### config.mk
export PLATFORM = sky130hd
export DESIGN_NAME = mode_counter
export DESIGN_NICKNAME = d
export VERILOG_FILES = /design/src/rtl/mode_counter.sv
export SDC_FILE = /design/constraint.sdc
export NUM_CORES = 1
export LEC_CHECK = 0
export BUFFER_PORTS_ARGS = -buffer_cell sky130_fd_sc_hd__buf_2
export CAP_MARGIN = 5
export CORE_MARGIN = 10
export CORE_UTILIZATION = 30
export DETAILED_ROUTE_END_ITERATION = 8
export PLACE_DENSITY = 0.57
export SLEW_MARGIN = 5
export SYNTH_ARGS = -nofsm -noshare
export SYNTH_HDL_FRONTEND = slang
export SYNTH_SLANG_ARGS = --single-unit
### constraint.sdc
create_clock -name clk -period 5.3 [get_ports clk]
set_input_delay 0.795 -clock clk [delete_from_list [all_inputs] [get_ports clk]]
set_output_delay 0.795 -clock clk [all_outputs]
set_load 0.05 [all_outputs]
### src/rtl/mode_counter.sv
// mode_counter: up/down counter with programmable step, modulo limit MAX_VAL,
// wrap or saturate behaviour, a boundary pulse (tc), a sticky overflow flag
// (ovf) and an out-of-range load pulse (load_err). All outputs registered.
module mode_counter #(
    parameter int WIDTH   = 5,
    parameter int MAX_VAL = 2**WIDTH - 1,
    parameter int RST_VAL = 0
) (
    input  logic             clk,
    input  logic             rst,
    input  logic             load,
    input  logic             enab,
    input  logic             dir,
    input  logic             sat,
    input  logic [WIDTH-1:0] step,
    input  logic [WIDTH-1:0] cnt_in,
    input  logic             clr_ovf,
    output logic [WIDTH-1:0] cnt_out,
    output logic             tc,
    output logic             ovf,
    output logic             load_err
);

    // All arithmetic is done one bit wider than the counter so that sums and
    // the modulus itself (MAX_VAL+1) are representable without truncation.
    localparam logic [WIDTH:0]   MAX_X = (WIDTH+1)'(MAX_VAL);
    localparam logic [WIDTH:0]   MOD_X = (WIDTH+1)'(MAX_VAL + 1);
    localparam logic [WIDTH-1:0] MAX_W = WIDTH'(MAX_VAL);
    localparam logic [WIDTH-1:0] RST_W = WIDTH'(RST_VAL);

    logic [WIDTH-1:0] cnt_q, cnt_d;
    logic             tc_q, tc_d;
    logic             ovf_q, ovf_d;
    logic             load_err_q, load_err_d;

    logic [WIDTH:0] step_x;
    logic [WIDTH:0] step_eff;
    logic [WIDTH:0] cnt_x;
    logic [WIDTH:0] sum_x;
    logic [WIDTH:0] wrap_up_x;
    logic [WIDTH:0] dif_x;
    logic [WIDTH:0] wrap_dn_x;

    // Fold an oversized step into range: modulo in wrap mode, clamp in saturate mode.
    always_comb begin
        step_x   = {1'b0, step};
        step_eff = step_x;
        if (step_x > MAX_X) begin
            if (sat) begin
                step_eff = MAX_X;
            end else begin
                step_eff = step_x % MOD_X;
            end
        end
    end

    // Candidate results for every direction/mode; selection happens below.
    always_comb begin
        cnt_x     = {1'b0, cnt_q};
        sum_x     = cnt_x + step_eff;
        wrap_up_x = sum_x - MOD_X;
        dif_x     = cnt_x - step_eff;
        wrap_dn_x = MOD_X - step_eff + cnt_x;
    end

    // Next-state selection: rst handled in the register, then load > enab > hold.
    always_comb begin
        cnt_d      = cnt_q;
        tc_d       = 1'b0;
        load_err_d = 1'b0;
        ovf_d      = ovf_q & ~clr_ovf;

        if (load) begin
            if ({1'b0, cnt_in} > MAX_X) begin
                cnt_d      = MAX_W;
                load_err_d = 1'b1;
            end else begin
                cnt_d = cnt_in;
            end
        end else if (enab && (step_eff != '0)) begin
            if (!dir) begin
                if (sum_x > MAX_X) begin
                    tc_d  = 1'b1;
                    cnt_d = sat ? MAX_W : wrap_up_x[WIDTH-1:0];
                end else begin
                    cnt_d = sum_x[WIDTH-1:0];
                end
            end else begin
                if (step_eff <= cnt_x) begin
                    cnt_d = dif_x[WIDTH-1:0];
                end else begin
                    tc_d  = 1'b1;
                    cnt_d = sat ? '0 : wrap_dn_x[WIDTH-1:0];
                end
            end
        end

        // A new boundary event wins over a simultaneous clear.
        if (tc_d) begin
            ovf_d = 1'b1;
        end
    end

    // Count and flag registers with synchronous reset.
    always_ff @(posedge clk) begin
        if (rst) begin
            cnt_q      <= RST_W;
            tc_q       <= 1'b0;
            ovf_q      <= 1'b0;
            load_err_q <= 1'b0;
        end else begin
            cnt_q      <= cnt_d;
            tc_q       <= tc_d;
            ovf_q      <= ovf_d;
            load_err_q <= load_err_d;
        end
    end

    assign cnt_out  = cnt_q;
    assign tc       = tc_q;
    assign ovf      = ovf_q;
    assign load_err = load_err_q;

endmodule

=== Word level (Yosys, flattened, before mapping) ===
Index checks and enable logic that the tools add are counted.

* Logic and storage cells: 28
* Input bits: 17
* Bits in registers: 7

* Add/subtract/negate cells: 5
* Bitwise gates (word level): 2
* Reduce and logical (&&, ||, !) cells: 3
* Muxes and demuxes: 13
* $lt $le $gt $ge: 2

{| class="wikitable"
|+ Operators by type and width
! kind !! count
|-
| $mux W5 || 7
|-
| $add A5 B5 Y6 || 1
|-
| $gt A6 B5 Y1 const B || 1
|-
| $mux W1 || 6
|-
| $reduce_bool A6 Y1 || 1
|-
| $add A5 B5 Y5 || 1
|-
| $le A5 B5 Y1 || 1
|-
| $sub A1 B5 Y5 const A || 1
|-
| $sub A5 B1 Y5 const B || 1
|-
| $sub A5 B5 Y5 || 1
|-
| $reduce_bool A2 Y1 || 1
|-
| $and A1 B1 Y1 || 1
|-
| $logic_and A1 B1 Y1 || 1
|-
| $not A1 Y1 || 1
|}

=== Longest topological paths before layout ===
Gate-level depths: netlist of run 1.

* Depth after elaboration: 7
* Mapped depth: 8

=== Worst setup path before layout of run 1 ===
No wires, ideal clock.

* Kind: in2reg
* From: input port step[1]
* To: register cnt_q[4] (netlist: cnt_out[4])
* Arrival time: 2005 ps
* Path slack: 3165 ps
* Stages: 7
* Data required time: 5170 ps
* Library setup time: 130 ps
* Cell sequence: inv_1 -> ha_1 -> nor2b_1 -> o31a_1 -> o21a_4 -> o2111ai_1 -> a31oi_1

* Longest elaborated chain between the ends: 7
* Elaborated cells between the ends (all ways): 17
* Classes of those cells: add/sub (5); order compare (2); mux (7); reduce/logical (3)

{| class="wikitable"
|+ Ends and longest elaborated chain
! item !! line !! RTL
|-
| start, declared || 15 || <nowiki>input logic [WIDTH-1:0] step,</nowiki>
|-
| $add A5 B5 Y6 or $sub A1 B5 Y5 (tied branches) || 60, 63 ||
|-
| $sub A5 B1 Y5 or $add A5 B5 Y5 (tied branches) || 61, 63 ||
|-
| $mux W5, on equally long branches || 84, 93 ||
|-
| $mux W5, on equally long branches || 82, 89 ||
|-
| $mux W5 || 81 || <nowiki>if (!dir) begin</nowiki>
|-
| $mux W5 || 80 || <nowiki>end else if (enab && (step_eff != '0)) begin</nowiki>
|-
| $mux W5 || 73 || <nowiki>if (load) begin</nowiki>
|-
| end signal, assigned || 112 || <nowiki>cnt_q <= cnt_d;</nowiki>
|-
| end, declared || 31 || <nowiki>logic [WIDTH-1:0] cnt_q, cnt_d;</nowiki>
|}

Several ways; a longest one is shown, not always the timed one. The select of a mux whose other input is x is not followed.
A chain may end at the register's enable or synchronous reset.

=== Final worst setup path of run 1 ===
Same ends and word-level chain as after synthesis.

==> results of run 1 <==
==> synth_stat cells <==
master and instances:
or3_1 2, dfxtp_1 7, mux2i_1 1, o21ai_1 3, o211ai_1 2, xnor2_1 1, nand2b_1 3, buf_4 2
and2b_1 1, a21boi_2 1, ha_1 10, o31a_1 2, inv_1 12, inv_2 1, o21ai_0 4, a41o_1 1
a31oi_1 4, nor4_1 1, nor2_1 6, o31ai_1 4, a21oi_1 6, nor3_1 2, and3_1 1, o21a_1 3
o22ai_1 1, o21bai_1 3, nor2b_1 6, fa_1 2, clkbuf_1 2, o2111ai_1 1, o21a_4 1, nand2_1 4
a221oi_2 1, a21oi_2 1, nor3b_1 1, conb_1 1, buf_6 1, nor3b_4 1
==> through the flow <==
step	util [%]	hold slack [ns]	cells
floorplan	-	0.660	106
global placement	35.3	0.445	155
detailed placement	35.3	0.458	155
CTS	36.3	0.466	159
global route	36.3	0.476	159
finish	36.3	0.457	159
==> critical path: stages <==
cell       delay (ns)
buf_2            0.14
inv_1            0.08
ha_1             0.33
nor2b_1          0.15
o31a_1           0.27
o21a_4           0.23
o2111ai_1        0.22
a31oi_1          0.10
==> flip-flops by register name, indices dropped and copies added (netlist names) <==
name / cells
tc: 1
ovf: 1
cnt_out: 5
==> power by group through the flow <==
stage	Sequential (mW)	Combinational [mW]	Clock, mW
6_report	0.0621	0.101	0.0483
5_1_grt	0.0627	0.112	0.0530
4_1_cts	0.0623	0.101	0.0504
3_5_place_dp	0.0634	0.100	0
3_3_place_gp	0.0629	0.100	0
2_1_floorplan	0.0766	0.0639	0
==> worst paths after layout <==
| kind | slack (ns) | to |
|---|---|---|
| max reg2reg | 3.44 | cnt_out[4] |
| min | 0.46 | ovf |
| min reg2reg | 0.46 | ovf |
| max | 3.10 | cnt_out[4] |
==> logic make-up after synthesis <==
group / synth area share [%]
compound gates: 32.2
simple gates: 19.2
buf+inv: 9.76
fa+ha+maj: 19.5
flops: 16.6
other cells: 0.443
xor+xnor: 1.04
mux: 1.18
==> cell type report <==
class | instances | share of cell area [%]
well taps | 31 | 3.91
inverters | 13 | 4.92
clock buffers | 4 | 2.65
multi-input cells | 81 | 62.8
flip-flops and latches | 7 | 14.1
repair buffers | 23 | 11.6
==> layer usage <==
layer / routed length (microns) / track usage (%) / share of wire [%] / vias up
met5: 0 / 0 / 0 / -
met4: 36 / 7.17 / 1.6 / 0
met3: 206 / 3.40 / 8.9 / 2
met2: 1040 / 12.8 / 45 / 19
met1: 1040 / 10.2 / 45 / 374
li1: - / - / - / 419
==> impl_metrics.env, run 1 <==
export IMPL_outcome="complete, no violations"
export IMPL_fin_crit_ns=2.20
export IMPL_drtIter0Drc=26
export IMPL_dpl_hpwl_microns=1970
export IMPL_track_usage_pct=8.92
export IMPL_cts_max_path_buffers=2
export IMPL_setup_ws_ns=3.10
export IMPL_overflow=0
export IMPL_drv_slew=0
export IMPL_critPathLaunchType="input port"
export IMPL_antenna_found_initial=0
export IMPL_place_congestion=0.856
export IMPL_cts_resized=0
export IMPL_cts_sinks=7
export IMPL_swShare_pct=40.7
export IMPL_p_total_uw=211
export IMPL_cts_setup_buffers=0
export IMPL_htree_num_levels=1
export IMPL_yosys_top_cells_area="dfxtp_1 (17%), ha_1 (15%), inv_1 (5.3%)"
export IMPL_area_growth_syn_to_layout_pct=17.3
export IMPL_drtAntennaViolNets=0
export IMPL_finalHoldViolations=0
export IMPL_die_w_microns=73.1
export IMPL_netlist_instances=106
export IMPL_reg2reg_from="cnt_out[1]"
export IMPL_fmax_mhz=455
export IMPL_multi_input_area_sq_um=623
export IMPL_grt_first_pass_wirelength_microns=3830
export IMPL_wl_microns=2320
export IMPL_hp_start="ovf"
export IMPL_worst_setup_path_type="in -> reg"
export IMPL_layout_commonest_cell="buf_2"
export IMPL_period_share_pct=41.4
export IMPL_drv_cap=0
export IMPL_drc_errors=0
export IMPL_combPwrFrac_pct=47.7
export IMPL_antenna_cells=0
export IMPL_cp_max_fo=6
export IMPL_synth_yosys_seq_area_share_pct=16.6
export IMPL_wire_per_inst_microns=14.6
export IMPL_layout_common_cells="buf_2 (23), inv_1 (12), ha_1 (10)"
export IMPL_startpoint="step[1]"
export IMPL_r2r_cells=6
export IMPL_dieArea_sq_um=5340
export IMPL_viasPerCell=5.12
export IMPL_root_buffer="clkbuf_4"
export IMPL_grt_max_degree=14
export IMPL_synth_seq_cells=7
export IMPL_powerDensity_nw_per_um2=213
export IMPL_placementRows=19
export IMPL_design_area_sq_um=992
export IMPL_cp_arrival_ns=2.32
export IMPL_ys_warn_count=0
export IMPL_final_seq_area_sq_um=140
export IMPL_crit_path_end_kind="flop"
export IMPL_nFillCells=301
export IMPL_place_ws_ns=2.84
export IMPL_p_switching_uw=85.9
export IMPL_grt_pass1_vias=879
export IMPL_clk_latency_ns=0.25
export IMPL_netlist_area_sq_um=846
export IMPL_io_buffers=23
export IMPL_postPlaceCellArea_sq_um=966
export IMPL_p_seq_share_pct=29.4
export IMPL_skew_ns=0.00142
export IMPL_setup_viol=0
export IMPL_whs_path_depth=2
export IMPL_max_vdd_ir_drop_v=0.0000888
export IMPL_cts_hold_buf=0
export IMPL_netlist_area_leader_share_pct=16.6
export IMPL_tritoncts="done"
export IMPL_syn_avg_cell_area_sq_um=7.98
export IMPL_rsz0062_at_grt="false"
export IMPL_synth_cell_types=38
export IMPL_dr_pass1_iters=4
export IMPL_die_h_microns=73.1
export IMPL_numCtsBuffers=3
export IMPL_core_sq_um=2730
export IMPL_nets=158
export IMPL_leakagePower_nw=0.484
export IMPL_clkPwrFrac_pct=22.9
export IMPL_initial_utilization_pct=30.9
export IMPL_hold_class="reg -> reg"
export IMPL_yosysTopAreaCell="dfxtp_1"
export IMPL_cp_required_ns=5.43
export IMPL_vias=814
export IMPL_io_pins=25
export IMPL_finalSetupTns_ns=0
export IMPL_clk_pin_slew_ns=0.05
export IMPL_post_route_cells_drive_above_1_share_pct=25.0
export IMPL_synth_nets=135
export IMPL_p_int_uw=125
Note: power is estimated with default switching activity, not from simulation.
==> run 2, diff against run 1 <==
- PLACE_DENSITY: 0.57 -> 0.59
- clock period: 5.3 -> 1.9 ns (I/O delays scaled with it)
==> run 2 against run 1 <==
Hold slack lost 0.16 ns. Die area is the same. Flip-flop and latch count is the same. Clock skew grew 0.0048 ns. Global-route usage shrank 0.12 points. Core utilization grew 1.3 points. Power grew to 2.9 times the previous value. Clock power grew to 2.8 times the previous value. Non-clock buffer count grew 3. Combinational power grew to 2.9 times the previous value. Critical path depth shrank 2.
==> impl_metrics.env, run 2 (synthesis results as in run 1) <==
export IMPL_core_sq_um=2730
export IMPL_placementRows=19
export IMPL_drtAntennaViolNets=0
export IMPL_clk_pin_slew_ns=0.06
export IMPL_leakagePower_nw=0.504
export IMPL_vias=830
export IMPL_cp_arrival_ns=1.88
export IMPL_drv_slew=0
export IMPL_hold_class="in -> reg"
export IMPL_clk_latency_ns=0.25
export IMPL_cpPeakStageDelay_ns=0.36
export IMPL_cts_max_path_buffers=2
export IMPL_fin_util_pct=37.6
export IMPL_r2r_cells=6
export IMPL_ff2ff_setup_slack_ns=0.15
export IMPL_worstHoldEndpoint="ovf"
export IMPL_nets=161
export IMPL_cp_max_fo=6
export IMPL_initial_utilization_pct=30.9
export IMPL_p_total_uw=603
export IMPL_root_buffer="clkbuf_4"
export IMPL_drv_cap=0
export IMPL_fmax_mhz=571
export IMPL_area_growth_syn_to_layout_pct=21.6
export IMPL_critPathLaunchType="flop"
export IMPL_cts_sinks=7
export IMPL_cp_required_ns=2.03
export IMPL_place_congestion=0.890
export IMPL_grt_pass1_vias=850
export IMPL_path_cells="ha_1 > nor2b_1 > o31a_1 > o21a_4 > o2111ai_1 > a31oi_1"
export IMPL_postPlaceCellArea_sq_um=993
export IMPL_htree_num_levels=1
export IMPL_largest_reg_flops=5
export IMPL_final_cells=162
export IMPL_period_share_pct=92.2
export IMPL_cts_setup_buffers=0
export IMPL_drtIter0Drc=36
export IMPL_outcome="complete, no violations"
export IMPL_wire_per_inst_microns=14.0
export IMPL_cp_slowest_cell="dfxtp_2"
export IMPL_antenna_cells=0
export IMPL_hp_start="clr_ovf"
export IMPL_post_place_cells=158
export IMPL_grt_first_pass_wirelength_microns=3830
export IMPL_numCtsBuffers=3
export IMPL_finalHoldViolations=0
export IMPL_nFillCells=284
export IMPL_setup_viol=0
export IMPL_regToRegEndpoint="cnt_out[4]"
export IMPL_io_buffers=23
export IMPL_die_h_microns=73.1
export IMPL_worst_setup_path_type="reg -> reg"
export IMPL_crit_path_end_kind="flop"
export IMPL_post_route_cells_drive_above_1_share_pct=32.1
export IMPL_tritoncts="done"
export IMPL_powerDensity_nw_per_um2=587
export IMPL_reg2reg_from="cnt_out[1]"
export IMPL_whs_path_depth=4
export IMPL_die_w_microns=73.1
export IMPL_max_vdd_ir_drop_v=0.000214
export IMPL_track_usage_pct=8.81
export IMPL_dieArea_sq_um=5340
export IMPL_wl_microns=2270
export IMPL_layout_commonest_cell="buf_2"
export IMPL_antenna_found_initial=0
export IMPL_viasPerCell=5.12
export IMPL_grt_max_degree=14
export IMPL_fin_crit_ns=1.75
export IMPL_io_pins=25
export IMPL_dpl_hpwl_microns=2000
export IMPL_drc_errors=0
export IMPL_overflow=0
export IMPL_design_area_sq_um=1030
export IMPL_dr_pass1_iters=4
export IMPL_hold_ws_ns=0.295
export IMPL_layout_common_cells="buf_2 (23), inv_1 (12), ha_1 (10)"
export IMPL_rsz0062_at_grt="false"
export IMPL_skew_ns=0.00621
-- run 2: cell types whose count changed in the layout (fill, tap and decap cells not counted) --
cell / previous run / this run
clkinv_2: 0 / 1
nor3_1: 2 / 1
fa_1: 2 / 1
fa_2: 0 / 1
nor3_2: 0 / 1
clkbuf_1: 1 / 0
dfxtp_1: 7 / 3
buf_4: 0 / 3
dfxtp_2: 0 / 4
-- run 2: metrics by stage --
step	worst slack (ns)	TNS, ns
after floorplan	0.0704	0
after global placement	-0.0256	-0.0256
after detailed placement	0.0126	0
after CTS	0.0878	0
after global routing	0.0320	0
final	0.149	0
-- run 2: worst max-delay path by stage --
stage / from / slack [ns] / endpoint / cells past startpoint
final: cnt_out[1] / 0.15 / cnt_out[4] / 6
after global routing: cnt_out[1] / 0.03 / cnt_out[4] / 6
after CTS: cnt_out[1] / 0.09 / cnt_out[0] / 6
after detailed placement: step[2] / 0.01 / cnt_out[0] / 8
after global placement: step[1] / -0.03 / cnt_out[0] / 8
after floorplan: cnt_out[1] / 0.07 / cnt_out[4] / 6
-- run 2: worst max-delay path, delay by kind of cell (launching register included) --
family                   cells  cell delay [ns]
AO/OA/AOI/OAI                4             0.79
adder cells (fa/ha/maj)      1             0.32
flip-flops                   1             0.36
AND/OR/NAND/NOR              1             0.15
-- run 2: metal layers --
metal | GRT usage [%] | vias up | routed length [microns]
met5 | 0 | - | 0
met1 | 9.98 | 381 | 1020
met4 | 4.43 | 0 | 31
li1 | - | 423 | -
met3 | 1.90 | 2 | 139
met2 | 15.0 | 24 | 1090
-- run 2: final cells by class --
cell class	instances	area [sq um]	area share [%]
multi-input combinational	81	631	61.3
sequential	7	145	14.1
timing repair buffer	26	138	13.4
inverter	13	48.8	4.74
tap	31	38.8	3.77
clock buffer	3	22.5	2.19
clock inverter	1	5.00	0.487
-- run 2: repair_timing --
item                                    in CTS  in global routing
gates resized for setup                      0                  2
hold buffers                                 0                  0
endpoints found under the setup margin       0                  2
-- run 2: report_power, final --
part	internal [mW]	switching, mW
Sequential	0.161	0.0150
Combinational	0.118	0.174
Clock	0.0771	0.0587
Total	0.356	0.248
==> run 3, diff against run 2 <==
- CELL_PAD_IN_SITES_DETAIL_PLACEMENT: not set -> 1
- CELL_PAD_IN_SITES_GLOBAL_PLACEMENT: not set -> 1
- PLACE_DENSITY: 0.59 -> 0.75
==> run 3 against run 2 <==
Setup slack got worse by 0.017 ns. Hold slack got worse by 0.0050 ns. First-iteration DRC count decreased by 50%. Combinational power increased by 4%. Largest cell class unchanged. Via count increased by 1.1%. Critical path type unchanged.
==> impl_metrics.env, run 3 (synthesis results as in run 1) <==
export IMPL_outcome="complete, no violations"
export IMPL_finalHoldViolations=0
export IMPL_largest_reg_flops=5
export IMPL_worst_setup_path_type="reg -> reg"
export IMPL_clkPwrFrac_pct=22.4
export IMPL_critPathLaunchType="flop"
export IMPL_startpoint="cnt_out[2]"
export IMPL_cts_max_path_buffers=2
export IMPL_clk_pin_slew_ns=0.05
export IMPL_cts_setup_buffers=0
export IMPL_layout_common_cells="buf_2 (23), inv_1 (12), ha_1 (10)"
export IMPL_regToRegEndpoint="cnt_out[0]"
export IMPL_root_buffer="clkbuf_4"
export IMPL_nFillCells=347
export IMPL_hp_start="clr_ovf"
export IMPL_drc_errors=0
export IMPL_crit_path_end_kind="flop"
export IMPL_dr_pass1_iters=4
export IMPL_io_buffers=23
export IMPL_rsz0062_at_grt="false"
export IMPL_p_switching_uw=253
export IMPL_max_vdd_ir_drop_v=0.000209
export IMPL_swShare_pct=41.1
export IMPL_ff2ff_setup_slack_ns=0.13
export IMPL_layout_commonest_cell="buf_2"
export IMPL_leakagePower_nw=0.495
export IMPL_numCtsBuffers=3
export IMPL_grt_pass1_vias=901
export IMPL_tritoncts="done"
export IMPL_p_seq_share_pct=28.3
export IMPL_design_area_sq_um=1030
export IMPL_fin_util_pct=37.7
export IMPL_cp_arrival_ns=1.91
export IMPL_antenna_found_initial=0
export IMPL_placementRows=19
export IMPL_post_place_cells=158
export IMPL_viasPerCell=5.18
export IMPL_cts_sinks=7
export IMPL_dieArea_sq_um=5340
export IMPL_drv_cap=0
export IMPL_reg2reg_from="cnt_out[2]"
export IMPL_cp_max_fo=9
export IMPL_htree_num_levels=1
export IMPL_dpl_hpwl_microns=2170
export IMPL_hold_class="in -> reg"
export IMPL_initial_utilization_pct=30.9
export IMPL_drtAntennaViolNets=0
export IMPL_postPlaceCellArea_sq_um=993
export IMPL_fmax_mhz=565
export IMPL_fin_crit_ns=1.77
export IMPL_cts_hold_buf=0
export IMPL_period_share_pct=93.1
export IMPL_whs_path_depth=4
export IMPL_combPwrFrac_pct=49.3
export IMPL_overflow=0
export IMPL_wl_microns=2570
export IMPL_skew_ns=0.00365
export IMPL_powerDensity_nw_per_um2=597
export IMPL_drtIter0Drc=18
export IMPL_nets=161
export IMPL_cp_required_ns=2.04
export IMPL_die_h_microns=73.1
export IMPL_p_int_uw=362
export IMPL_worstHoldEndpoint="ovf"
export IMPL_area_growth_syn_to_layout_pct=21.9
export IMPL_antenna_cells=0
export IMPL_vias=839
export IMPL_clk_latency_ns=0.26
export IMPL_grt_first_pass_wirelength_microns=4150
export IMPL_wire_per_inst_microns=15.8
export IMPL_hold_ws_ns=0.290
export IMPL_post_route_cells_drive_above_1_share_pct=32.1
export IMPL_io_pins=25
export IMPL_drv_slew=0
export IMPL_setup_viol=0
export IMPL_place_congestion=0.847
export IMPL_die_w_microns=73.1
export IMPL_grt_max_degree=14
export IMPL_r2r_cells=6
export IMPL_final_cells=162
export IMPL_track_usage_pct=9.93
export IMPL_core_sq_um=2730
-- run 3: worst max-delay path, cell delays in order (launching register included) --
cell     delay, ns
dfxtp_2       0.34
ha_1          0.40
o21a_1        0.23
o31a_1        0.13
o21a_4        0.23
nor3_1        0.20
o22ai_1       0.11
-- run 3: final cells by class --
| class | count | area (sq um) | share of cell area, % |
|---|---|---|---|
| Inverter | 13 | 48.8 | 4.73 |
| Clock buffer | 4 | 26.3 | 2.55 |
| Tap cell | 31 | 38.8 | 3.76 |
| Multi-Input combinational cell | 81 | 632 | 61.3 |
| Timing Repair Buffer | 26 | 138 | 13.3 |
| Sequential cell | 7 | 148 | 14.3 |
-- run 3: layer usage --
metal,global-route usage (%),part of all wire (%)
met1,11.2,46
met2,15.1,45
met3,2.59,5.5
met4,8.44,3.7
met5,0,0
-- run 3: power groups by stage --
stage / Sequential (mW) / Clock, mW / Combinational [mW]
floorplan: 0.216 / 0 / 0.178
global placement: 0.176 / 0 / 0.290
detailed placement: 0.177 / 0 / 0.300
CTS: 0.174 / 0.145 / 0.301
global route: 0.176 / 0.150 / 0.333
finish: 0.174 / 0.138 / 0.303
-- run 3: worst max-delay path by stage --
stage	to	slack, ns	cells past startpoint
floorplan	cnt_out[4]	0.07	6
global placement	cnt_out[4]	0.05	8
detailed placement	cnt_out[4]	-0.04	8
CTS	cnt_out[4]	0.09	7
global route	cnt_out[4]	0.002	6
finish	cnt_out[0]	0.13	6
-- run 3: per-stage QoR --
stage          power [mW]  TNS (ns)  setup slack (ns)
6_report            0.615         0             0.132
5_1_grt             0.659         0           0.00232
4_1_cts             0.621         0            0.0851
3_5_place_dp        0.477   -0.0794           -0.0404
3_3_place_gp        0.466         0            0.0533
2_1_floorplan       0.394         0            0.0704
-- run 3: what timing repair did --
item | in CTS | in global routing
endpoints found under the setup margin | 0 | 1
hold endpoints to repair | 0 | 0
gates resized for setup | 0 | 4
